## src/rtl/shift_right_sipo_pkg.sv

```systemverilog
// Shared constants and helpers for the serial-to-parallel deserializer.
// Sizes the saturating bit counter so that it can hold the value WIDTH itself.
package shift_right_sipo_pkg;

  localparam int unsigned SIPO_DEFAULT_WIDTH = 4;

  function automatic int unsigned sipo_cnt_width(input int unsigned width);
    return $clog2(width + 1);
  endfunction

endpackage

```

## src/rtl/shift_right_sipo.sv

```systemverilog
// Right-shifting SIPO: serial bit enters the MSB each clock, word flag after WIDTH bits.
// Latency 1 cycle serial-to-MSB; no backpressure, every non-reset edge shifts.
module shift_right_sipo
  import shift_right_sipo_pkg::*;
#(
  parameter int unsigned      WIDTH       = SIPO_DEFAULT_WIDTH,
  parameter logic [WIDTH-1:0] RESET_VALUE = '0
) (
  input  logic             clk,
  input  logic             reset,
  input  logic             serial_data_in,
  output logic [WIDTH-1:0] parallel_data_out,
  output logic             word_ready
);

  localparam int unsigned CW = sipo_cnt_width(WIDTH);

  logic [CW-1:0] bit_cnt;

  always_ff @(posedge clk) begin
    if (reset) begin
      parallel_data_out <= RESET_VALUE;
      bit_cnt           <= '0;
      word_ready        <= 1'b0;
    end else begin
      parallel_data_out <= {serial_data_in, parallel_data_out[WIDTH-1:1]};
      // Counter saturates at WIDTH; the flag is sticky so it never wraps back low.
      if (bit_cnt != CW'(WIDTH)) begin
        bit_cnt <= bit_cnt + CW'(1);
      end
      if (bit_cnt >= CW'(WIDTH - 1)) begin
        word_ready <= 1'b1;
      end
    end
  end

endmodule

```

## config.mk

```make
export PLATFORM = sky130hd
export DESIGN_NAME = shift_right_sipo
export DESIGN_NICKNAME = d
export VERILOG_FILES = /design/src/rtl/shift_right_sipo_pkg.sv /design/src/rtl/shift_right_sipo.sv
export SDC_FILE = /design/constraint.sdc
export NUM_CORES = 1
export LEC_CHECK = 0
export CELL_PAD_IN_SITES_DETAIL_PLACEMENT = 0
export CELL_PAD_IN_SITES_GLOBAL_PLACEMENT = 2
export CORE_MARGIN = 4
export CORE_UTILIZATION = 23
export DETAILED_ROUTE_END_ITERATION = 8
export PLACE_DENSITY_LB_ADDON = 0.15
export SETUP_SLACK_MARGIN = 0.05
export SLEW_MARGIN = 20
export SYNTH_ARGS = -nofsm -noshare
export SYNTH_HDL_FRONTEND = slang
export SYNTH_SLANG_ARGS = --single-unit
```

## constraint.sdc

```tcl
create_clock -name clk -period 1.3 [get_ports clk]
set_clock_uncertainty 0.2 [all_clocks]
set_input_delay 0.26 -clock clk [delete_from_list [all_inputs] [get_ports clk]]
set_output_delay 0.26 -clock clk [all_outputs]
set_load 0.01 [all_outputs]
```

==> impl_metrics.yaml <==
global_routing:
  track_usage_pct: 7.15
  grt_pass1_vias: 229
  overflow: 0
  antenna_found_initial: 0
  grt_max_degree: 9
  grt_pass1_wl_microns: 938
pwr:
  p_int_uw: 650
  combPwrFrac_pct: 42.5
  ir_drop_v: 0.000875
  power_switching_uw: 279
  clockPowerShare_pct: 19.1
  power_uw: 929
  switching_share_pct: 30.0
  leakagePower_uw: 0.000205
  pwr-share-seq_pct: 38.4
  power.density_nw_per_um2: 1890
timing:
  holdWs_ps: 255
  setup_tns_ps: 0
  relSlewSlack_pct: 79.4
  finalMaxSlewViolations: 0
  setup_viol: 0
  period_minus_slack_ps: 1290
  worst_pin_slew_ps: 309
  hold_viol: 0
  fin_ws_ps: 13.7
  finalCritPeriodShare_pct: 98.9
  max_clock_freq_mhz: 777
  rsz0062_at_grt: "yes"
cts:
  cts_tree: "built"
  clk_pin_slew_ps: 50
  clk_path_buf_depth: 2
  cts_buffers: 3
  cts_sinks: 8
  hold_buffers: 0
  htree_levels: 1
  cts-root-buf: "clkbuf_4"
  clock_latency_ps: 240
floorplanning:
  ioPinCount: 8
  start_util_pct: 25.6
  rows: 12
  fp.dieH_microns: 44.1
  die_area_sq_um: 1950
  fp.dieW_microns: 44.1
  placeableCoreArea_sq_um: 1170
synth:
  seq_area_frac_synth_pct: 53.3
  synth-edff-count: 0
  synthesis.area_sq_um: 300
  synth-warning-count: 0
  synth_top_cell_by_area: "dfxtp_1"
  synth_area_leaders: "dfxtp_1 (53%), ha_1 (13%), nor2b_1 (8.3%), a21oi_1 (5.0%), a2111oi_2 (5.0%)"
  yosysMostFrequentCell: "dfxtp_1"
  synth_flop_cell: "dfxtp_1"
  ys_seq_elements: 8
  synth.net_count: 34
  synthTopCellsByCount: "dfxtp_1 (8), nor2b_1 (4), a21oi_1 (3), ha_1 (3), inv_1 (3)"
  async_flop_share_pct: 0
  syn_area_per_cell_sq_um: 10.7
  syn_inst: 28
  yosys.cell_types.count: 11
  synth_top_area_share_pct: 53.3
layout:
  post_route_cells_drive_above_1_share_pct: 58.1
  diodes: 0
  multi_input_area_sq_um: 189
  regArea_sq_um: 169
  fillers: 127
  num-nets-final: 51
  area_delta_synth_final_pct: 63.8
  layout.cells.non_filler: 57
placement:
  hpwl_microns: 417
  place.gp.congestion: 0.735
  dp.cells: 52
  io_buffers: 7
  dp_slack_ps: -26.5
detailed_routing:
  wl_per_cell_microns: 11.2
  vias: 244
  postRouteAntennaNets: 0
  drtIter0Drc: 9
  drt-vias-per-instance: 4.28
  drc_errors: 0
  drt_wl_total_microns: 640
  first_pass_iters: 2
critical_path:
  worstSetupPathType: "reg2reg"
  worst-path-max-fanout: 4
  cp-end-kind: "flip-flop"
  cp.arrival_ps: 1250
  cp-start-kind: "flip-flop"
  cp_data_required_time_ps: 1270
flow_run:
  drv_cap: 0
run_status:
  status: "complete, no violations"
hold_path:
  min_path_type: "reg2reg"
-- cell families after synthesis --
family                   count (synthesis)  share of synthesized area, %
adder cells (fa/ha/maj)                  3                          12.5
buffers and inverters                    3                          3.75
AO/OA/AOI/OAI                            6                          16.2
flip-flops                               8                          53.3
AND/OR/NAND/NOR                          8                          14.2
-- sequential cells by signal, summed over array words and instances (netlist names) --
register           cells
bit_cnt                3
parallel_data_out      4
word_ready             1
-- critical path, stage by stage, from the launching register on --
cell	delay [ps]
dfxtp_4	380
inv_2	50
ha_4	260
a21bo_4	210
a21oi_2	110
-- placed cells by master, fill, tap and decap left out --
cell type / Yosys / final
a2111oi_4: 0 / 1
a21bo_4: 0 / 1
a21o_2: 1 / 1
a21oi_1: 3 / 2
a21oi_2: 0 / 1
buf_2: 0 / 4
buf_4: 0 / 5
clkbuf_2: 0 / 1
clkbuf_4: 0 / 3
clkdlybuf4s50_1: 0 / 2
dfxtp_1: 8 / 5
dfxtp_2: 0 / 1
dfxtp_4: 0 / 2
ha_4: 0 / 3
inv_1: 3 / 1
inv_2: 0 / 2
nand2_1: 1 / 1
nand3_1: 2 / 2
nor2_1: 1 / 1
nor2b_1: 4 / 4
-- power groups by stage --
stage	clock (uW)	sequential, uW	combinational [uW]
2_1_floorplan	0	351	131
3_3_place_gp	0	337	255
3_5_place_dp	0	338	268
4_1_cts	189	340	315
5_1_grt	206	368	437
6_report	177	357	395
-- path summary, 6_finish.rpt --
check	startpoint	end	slack (ps)	depth (start not counted)
setup reg to reg	bit_cnt[0]$_SDFFE_PP0P_	bit_cnt[1]$_SDFFE_PP0P_	10	4
setup / recovery	bit_cnt[0]$_SDFFE_PP0P_	bit_cnt[1]$_SDFFE_PP0P_	10	4
hold reg to reg	parallel_data_out[1]$_SDFF_PP0_	parallel_data_out[0]$_SDFF_PP0_	260	1
hold / removal	parallel_data_out[1]$_SDFF_PP0_	parallel_data_out[0]$_SDFF_PP0_	260	1
-- routing by layer --
| layer | wire length (microns) | track usage [%] | up-vias |
|---|---|---|---|
| met5 | 0 | 0 | - |
| met3 | 48 | 6.10 | 0 |
| met1 | 230 | 7.54 | 112 |
| met4 | 0 | 3.61 | 0 |
| met2 | 361 | 9.88 | 7 |
| li1 | - | - | 125 |
-- final cells by class --
type / instances / area share (%)
multi-input cells: 17 / 38.4
clock buffers: 3 / 4.58
well taps: 14 / 3.56
flip-flops and latches: 8 / 34.4
inverters: 3 / 2.29
repair buffers: 12 / 16.8
-- stage by stage --
step / area [sq um] / utilization [%]
final: 492 / 42.0
after global routing: 492 / 42.0
after CTS: 459 / 39.2
after detailed placement: 414 / 35.4
after global placement: 414 / 35.4
after floorplan: 304 / -
-- timing repair --
item	CTS	global route
pin swaps	1	3
endpoints found under the setup margin	8	5
resized for setup	22	11
setup buffers	1	1
(Power assumes the default switching activity.)
